`config.mk`:
```
export PLATFORM = sky130hd
export DESIGN_NAME = instruction_loader
export DESIGN_NICKNAME = d
export VERILOG_FILES = /design/src/rtl/loader_pkg.sv /design/src/rtl/byte_packer.sv /design/src/rtl/instruction_loader.sv
export SDC_FILE = /design/constraint.sdc
export NUM_CORES = 1
export LEC_CHECK = 0
export CELL_PAD_IN_SITES_DETAIL_PLACEMENT = 2
export CELL_PAD_IN_SITES_GLOBAL_PLACEMENT = 2
export CORE_MARGIN = 1
export CORE_UTILIZATION = 24
export CTS_BUF_LIST = sky130_fd_sc_hd__clkbuf_4
export DETAILED_ROUTE_END_ITERATION = 8
export PLACE_DENSITY_LB_ADDON = 0.1
export SYNTH_ARGS = -nofsm -noshare
export SYNTH_HDL_FRONTEND = slang
export SYNTH_SLANG_ARGS = --single-unit
```
`constraint.sdc`:
```
create_clock -name clk -period 3.4 [get_ports clk]
set_clock_uncertainty 0.05 [all_clocks]
set_input_delay 1.02 -clock clk [delete_from_list [all_inputs] [get_ports clk]]
set_output_delay 1.02 -clock clk [all_outputs]
set_load 0.005 [all_outputs]
```
`src/rtl/loader_pkg.sv`:
```
`default_nettype none
// ============================================================================
// Module      : loader_pkg
// Description : Shared types and constants for the instruction loader.
//               Holds the loader state encoding, the default address/data
//               widths and the largest legal program length in words.
// Revision    : 1.0 - initial release
// ============================================================================
package loader_pkg;

    localparam int ADDR_W_DEFAULT = 8;
    localparam int DATA_W_DEFAULT = 32;
    localparam int MAX_WORDS      = 256;
    localparam int LEN_W          = 9;    // width of load_len and word index

    typedef enum logic [1:0] {
        ST_IDLE  = 2'd0,
        ST_RECV  = 2'd1,
        ST_WRITE = 2'd2,
        ST_DONE  = 2'd3
    } state_t;

endpackage : loader_pkg
`default_nettype wire

```
`src/rtl/byte_packer.sv`:
```
`default_nettype none
// ============================================================================
// Module      : byte_packer
// Description : Assembles a big-endian byte stream into DATA_W-bit words.
//               Byte k of a word lands in bits [DATA_W-1-8k -: 8].
// Ports       : clk        - clock
//               clr        - synchronous active-high reset
//               clear      - synchronous clear of byte counter and word
//               byte_en    - a byte transfers this cycle
//               byte_data  - the transferred byte
//               word       - assembled word including this cycle's byte
//               word_full  - this cycle's byte completes the word
// Revision    : 1.0 - initial release
// ============================================================================
module byte_packer #(
    parameter int DATA_W = 32
) (
    input  logic              clk,
    input  logic              clr,
    input  logic              clear,
    input  logic              byte_en,
    input  logic [7:0]        byte_data,
    output logic [DATA_W-1:0] word,
    output logic              word_full
);

    localparam int BYTES = DATA_W / 8;
    localparam int CNT_W = (BYTES > 1) ? $clog2(BYTES) : 1;

    logic [CNT_W-1:0]  byte_cnt;
    logic [DATA_W-1:0] word_reg;

    // The word output already includes the byte arriving this cycle so the
    // loader can latch a complete word on the same edge as the last byte.
    always_comb begin
        word = word_reg;
        for (int k = 0; k < BYTES; k++) begin
            if (byte_en && (byte_cnt == CNT_W'(k))) begin
                word[DATA_W-1-8*k -: 8] = byte_data;
            end
        end
    end

    assign word_full = byte_en && (byte_cnt == CNT_W'(BYTES - 1));

    // Partial words persist for as long as byte_en stays low.
    always_ff @(posedge clk) begin
        if (clr || clear) begin
            byte_cnt <= '0;
            word_reg <= '0;
        end else if (byte_en) begin
            word_reg <= word;
            byte_cnt <= word_full ? '0 : byte_cnt + 1'b1;
        end
    end

endmodule : byte_packer
`default_nettype wire

```
`src/rtl/instruction_loader.sv`:
```
`default_nettype none
// ============================================================================
// Module      : instruction_loader
// Description : Loads a program byte stream into instruction memory, one
//               word write per four bytes, holding the CPU in clear until
//               the load completes.
// Ports       : clk, clr           - clock, synchronous active-high reset
//               load_start/len     - begin a load of load_len words
//               byte_valid/data    - incoming program bytes
//               byte_ready         - loader accepts a byte (RECV only)
//               imu_wen/addr/data  - instruction memory write port
//               cpu_clr            - high except when load is done
//               done               - load complete
//               err_len            - last request exceeded MAX_WORDS
// Revision    : 1.0 - initial release
// ============================================================================
module instruction_loader
    import loader_pkg::*;
#(
    parameter int ADDR_W = ADDR_W_DEFAULT,
    parameter int DATA_W = DATA_W_DEFAULT
) (
    input  logic              clk,
    input  logic              clr,
    input  logic              load_start,
    input  logic [LEN_W-1:0]  load_len,
    input  logic              byte_valid,
    input  logic [7:0]        byte_data,
    output logic              byte_ready,
    output logic              imu_wen,
    output logic [ADDR_W-1:0] imu_addr,
    output logic [DATA_W-1:0] imu_data,
    output logic              cpu_clr,
    output logic              done,
    output logic              err_len
);

    state_t             state;
    logic [LEN_W-1:0]   word_idx;
    logic [LEN_W-1:0]   latched_len;

    logic               byte_en;
    logic               start_accept;
    logic               pack_clear;
    logic [DATA_W-1:0]  packed_word;
    logic               word_full;

    // byte_ready is high exactly while in RECV, so this is the handshake.
    assign byte_en      = byte_valid && byte_ready;
    assign start_accept = load_start && ((state == ST_IDLE) || (state == ST_DONE));
    assign pack_clear   = start_accept || (state == ST_WRITE);

    byte_packer #(
        .DATA_W (DATA_W)
    ) u_byte_packer (
        .clk       (clk),
        .clr       (clr),
        .clear     (pack_clear),
        .byte_en   (byte_en),
        .byte_data (byte_data),
        .word      (packed_word),
        .word_full (word_full)
    );

    always_ff @(posedge clk) begin
        if (clr) begin
            state       <= ST_IDLE;
            word_idx    <= '0;
            latched_len <= '0;
            byte_ready  <= 1'b0;
            imu_wen     <= 1'b0;
            imu_addr    <= '0;
            imu_data    <= '0;
            cpu_clr     <= 1'b1;
            done        <= 1'b0;
            err_len     <= 1'b0;
        end else begin
            case (state)
                ST_IDLE, ST_DONE: begin
                    if (load_start) begin
                        if (load_len > LEN_W'(MAX_WORDS)) begin
                            err_len <= 1'b1;
                            state   <= ST_IDLE;
                            done    <= 1'b0;
                            cpu_clr <= 1'b1;
                        end else if (load_len == '0) begin
                            // Empty program: nothing to write, finish at once.
                            err_len     <= 1'b0;
                            latched_len <= load_len;
                            state       <= ST_DONE;
                            done        <= 1'b1;
                            cpu_clr     <= 1'b0;
                        end else begin
                            err_len     <= 1'b0;
                            latched_len <= load_len;
                            word_idx    <= '0;
                            state       <= ST_RECV;
                            byte_ready  <= 1'b1;
                            done        <= 1'b0;
                            cpu_clr     <= 1'b1;
                        end
                    end
                end

                ST_RECV: begin
                    if (word_full) begin
                        state      <= ST_WRITE;
                        byte_ready <= 1'b0;
                        imu_wen    <= 1'b1;
                        imu_addr   <= ADDR_W'(word_idx);
                        imu_data   <= packed_word;
                    end
                end

                ST_WRITE: begin
                    imu_wen <= 1'b0;
                    if (word_idx == latched_len - 1'b1) begin
                        state   <= ST_DONE;
                        done    <= 1'b1;
                        cpu_clr <= 1'b0;
                    end else begin
                        word_idx   <= word_idx + 1'b1;
                        state      <= ST_RECV;
                        byte_ready <= 1'b1;
                    end
                end

                default: begin
                    state <= ST_IDLE;
                end
            endcase
        end
    end

endmodule : instruction_loader
`default_nettype wire

```
Word level (Yosys, flattened, before mapping)
Cells that the tools add are included.
{ "word_totals": {"inputBits": 21, "word_cells": 88, "regBits": 99, "output_inout_bits": 45} }
{ "classes": {"addsub": 3, "n_bitwise": 1, "eq_ne": 13, "n_lt_le_gt_ge": 1, "n_reduce_logical": 23, "muxes": 35} }
{ "op_table": {"columns": ["operator", "count"], "rows": [
  ["two-way mux 9 bit", 4],
  ["two-way mux 8 bit", 4],
  ["case mux 9 bit (2 select lines)", 1],
  ["two-way mux 1 bit", 15],
  ["two-way mux 2 bit", 6],
  ["AND reduction 5 bit", 2],
  ["adder 9 x 1 -> 9 bit, second input constant", 1],
  ["== test 9 bit", 1],
  ["> comparator 9 bit, second input constant", 1],
  ["zero test 9 bit", 1],
  ["subtractor 9 x 1 -> 9 bit, second input constant", 1],
  ["== test 2 bit, second input constant", 4],
  ["inequality test 2 bit, second input constant", 4],
  ["AND reduction 2 bit", 4],
  ["logical AND 1 bit", 6],
  ["case mux 1 bit (2 select lines)", 3],
  ["case mux 2 bit (3 select lines)", 1],
  ["AND reduction 3 bit", 2],
  ["== test 2 x 1 -> 1 bit, second input constant", 2],
  ["zero test 2 bit", 2],
  ["inequality test 2 x 1 -> 1 bit, second input constant", 2],
  ["nonzero test 2 bit", 2],
  ["logical OR 1 bit", 3],
  ["case mux 1 bit (3 select lines)", 1],
  ["other kinds (3)", 3]
]} }

Longest topological paths before layout
{ "depth": {"ltp_word": 5, "ltp_mapped": 11, "mapped_depth_nobuf": 9} }

Cells and area by module
A second synthesis with hierarchy kept.
{ "hier_totals": {"hier_cells": 571, "area_unflattened_um2": 4631.9} }
{ "modules_own_cells": {"columns": ["module", "seq_area_each_um2", "area_each_um2", "cells_per_inst", "instances"], "rows": [
  ["instruction_loader", 1301.2, 2912.8, 376, 1],
  ["byte_packer", 680.7, 1719.1, 195, 1]
]} }

Worst setup path before layout
Ideal clock, no wire load.
{ "synth_timing": {"kind": "input port to flip-flop", "startpoint": "input load_len[4]", "endpoint": "register word_idx[1]", "n_path_buf": 1, "slack_ps": 471, "required_ps": 3224, "cell_stages": 8, "setup_time_ps": 126, "t_arrival_ps": 2753, "cell_sequence": "or4_4 or3_1 a31oi_2 nor2_2 o31ai_4 buf_6 mux2i_1 nor2_1"} }
{ "synth_via": {"elab_chain_len": 3, "word_cells_on_any_way": 5, "cone_classes": "order compare: 1; eq/ne: 2; reduce/logical: 2"} }
{ "synth_lines": {"columns": ["item", "line_no", "rtl"], "rows": [
  ["start, declared", "instruction_loader.sv:26", "input logic [LEN_W-1:0] load_len,"],
  ["> comparator 9 bit / zero test 9 bit (equally long branches)", "instruction_loader.sv:81, instruction_loader.sv:86", null],
  ["inequality test 2 bit (no line)", null, null],
  ["AND reduction 5 bit (no line) (*)", null, null],
  ["end signal, assigned", "instruction_loader.sv:122", "word_idx <= word_idx + 1'b1;"],
  ["end, declared", "instruction_loader.sv:39", "logic [LEN_W-1:0] word_idx;"]
]} }
Mark *: on every way between the ends. The rest lies on a longest branch, timed or not.
A chain may end at the register's enable or synchronous reset.

Worst setup path in the final report
{ "layout_timing": {"startpoint": "input load_len[0]", "endpoint": "register word_idx[4]"} }
The elaborated chain is that of the path after synthesis.

==> impl_metrics.yaml <==
status:
  status: "completed"
power_and_ir_drop:
  p_per_area_mw_per_mm2: 550
  max-vdd-ir-drop_uv: 204
  leakagePower_uw: 0.00180
route:
  firstDrtPassIters: 4
  drt_iter0_drc: 85
  ant_nets: 0
  wl_per_cell_um: 15.9
  drcViolationCount: 0
  vias: 3234
  wirelength_mm: 11.1
  viasPerCell: 4.63
timing:
  period_needed_ns: 2.92
  setup_viol: 0
  hold_viol: 0
  tns_ns: 0
  fmax_mhz: 343
  rsz0062_at_grt: "false"
  hold_ws_ns: 0.424
  period_share: 0.858
  worst_slew_pin_slew_ns: 0.695
  slew_headroom: 0.537
  worst_slack_ns: 0.484
  finalMaxSlewViolations: 0
place:
  dp_hpwl_mm: 7.87
  place.gp.congestion: 0.708
  pre_cts_slack_ns: -0.0421
  io_buffer_count: 65
clock_tree:
  tritoncts: "done"
  cts.sinks: 91
  cts_hold_buffers: 0
  cts_resized: 0
  post_cts_buffers: 0
  clockRootBuffer: "clkbuf_4"
  cts_made_buffers: 9
  h-tree-depth: 3
  cts_buffer_depth: 2
  path_clk_slew_ns: 0.14
  clock_latency_ns: 0.46
floorplanning:
  die_h_um: 127
  io_pins: 66
  dieArea_sq_mm: 0.0162
  core_area_sq_mm: 0.0153
  initial_utilization: 0.247
  die-width_um: 127
  rows: 45
yosys:
  synth_edf_count: 0
  synth_cell_types: 44
  synth-seq-cells: 91
  post-synth-top-count-cell: "dfxtp_1"
  yosys.area.top_type: "dfxtp_1"
  yosysSeqAreaShare: 0.483
  syn_avg_cell_area_sq_um: 8.88
  yosysWarnings: 0
  netlist_area_sq_mm: 0.00377
  synthTopCellsByCount: "dfxtp_1 (91), nor2_1 (73), nand2_1 (48)"
  ys_async_sr_fraction: 0
  syn_inst: 425
  synth_nets: 454
  synthDominantCellAreaShare: 0.483
  synthTopCellsByArea: "dfxtp_1 (48%), mux2i_1 (8.8%), nor2_1 (7.3%)"
  synthFlopType: "dfxtp_1"
setup_path:
  crit_chain: "clkdlybuf4s50_1 > or4_1 > o21ai_2 > a31oi_2 > nor2_2 > o31ai_4 > or3_1 > a21oi_1"
  cp.depth: 8
  required_ns: 3.74
  crit_buf_inv: 1
  end_kind: "flip-flop"
  crit_fanout: 16
  crit_type: "in2reg"
  crit_path_end: "word_idx[4]$_SDFFE_PP0P_"
  worstRegToRegCells: 9
  cp-startpoint: "load_len[0]"
  critical_path.max_stage_delay_ns: 0.60
  rrSetupSlack_ns: 0.59
  cp_slowest_cell: "or4_1"
  worstSetupStartpointType: "input pin"
  r2r-end: "word_idx[1]$_SDFFE_PP0P_"
  crit_family: "simple AND/OR/NAND/NOR gates"
  r2r_start: "latched_len[0]$_SDFFE_PP0P_"
  arrival_ns: 3.26
grt:
  overflow: 0
  grt_max_degree: 63
  antenna_found_initial: 1
  grt_use_total: 0.147
  grt_pass1_vias: 3405
  grt_pass1_wl_mm: 18.3
finish:
  nFillCells: 1723
  largest_register_ffs: 32
  fin_util: 0.315
  areaGrowthSynthToFinish_pct: 27.4
  drive_above_1_share: 0.0657
  final_nets: 511
min_path:
  hp-class: "reg2reg"
run:
  cap_violations: 0
-- layout by cell type, fill, tap and decap left out, types with 3 or more instances in the layout --
cell type        netlist  routed
xor2_1                 4       4
inv_6                  0       3
xnor2_1                9       9
dfxtp_1               91      91
a21oi_1               29      29
clkdlybuf4s50_1        0      64
nand3_1                3       3
o21ai_1                8       8
inv_1                 11      11
mux2i_1               33      33
or3_1                 10      10
nand2_1               48      48
nand4_1                5       5
clkbuf_4               0       9
buf_4                  1       6
nor3_1                 9       9
a211oi_1              27      27
nor2_1                73      73
ha_1                   8       8
-- tightest hold or removal path: stages (launching register included) --
cell	delay, ns
dfxtp_1	0.34
nand2_1	0.05
a21oi_1	0.05
-- through the flow --
stage / cell area (sq um) / std cells / power, uW
floorplan: 3770 / 425 / 1730
global placement: 4640 / 682 / 1940
detailed placement: 4640 / 682 / 1970
CTS: 4810 / 698 / 2700
global route: 4810 / 699 / 2820
finish: 4810 / 699 / 2650
-- cell type report --
class                           count  area (sq um)  area share
Sequential cell                    91          1820       0.379
Multi-Input combinational cell    297          1800       0.375
Timing Repair Buffer               72           711       0.148
Tap cell                          211           264      0.0549
Clock inverter                      7          97.6      0.0203
Clock buffer                        9          67.6      0.0140
Inverter                           11          41.3     0.00858
Antenna cell                        1          2.50    0.000520
-- layer usage --
layer | vias to the layer above | part of all wire | track usage
met5 | - | 0 | 0
met4 | 0 | 0.016 | 0.0581
met3 | 11 | 0.024 | 0.0268
met2 | 35 | 0.47 | 0.248
met1 | 1609 | 0.49 | 0.184
li1 | 1579 | - | -
-- where the power goes --
group	total, uW	switching, uW	internal, uW
logic	741	438	303
clock network	716	412	304
registers	1190	60.5	1130
-- cell families (layout without fill, tap and decap cells) --
kind of cell,after synthesis,after routing,share of synthesized area
simple gates,162,162,0.189
flops,91,91,0.483
compound gates,81,81,0.145
buf+inv,37,99,0.0398
mux,33,33,0.0875
xor+xnor,13,13,0.0302
fa+ha+maj,8,8,0.0265
other cells,0,1,0
-- worst min-delay path by stage --
stage	from	endpoint	cells past startpoint
floorplan	imu_addr[0]$_SDFFE_PP0P_	imu_addr[0]$_SDFFE_PP0P_	2
global placement	imu_data[3]$_SDFFE_PP0P_	imu_data[3]$_SDFFE_PP0P_	2
detailed placement	imu_data[3]$_SDFFE_PP0P_	imu_data[3]$_SDFFE_PP0P_	2
CTS	imu_data[3]$_SDFFE_PP0P_	imu_data[3]$_SDFFE_PP0P_	2
global route	imu_data[5]$_SDFFE_PP0P_	imu_data[5]$_SDFFE_PP0P_	2
finish	imu_addr[3]$_SDFFE_PP0P_	imu_addr[3]$_SDFFE_PP0P_	2
(Power assumes the default switching activity.)
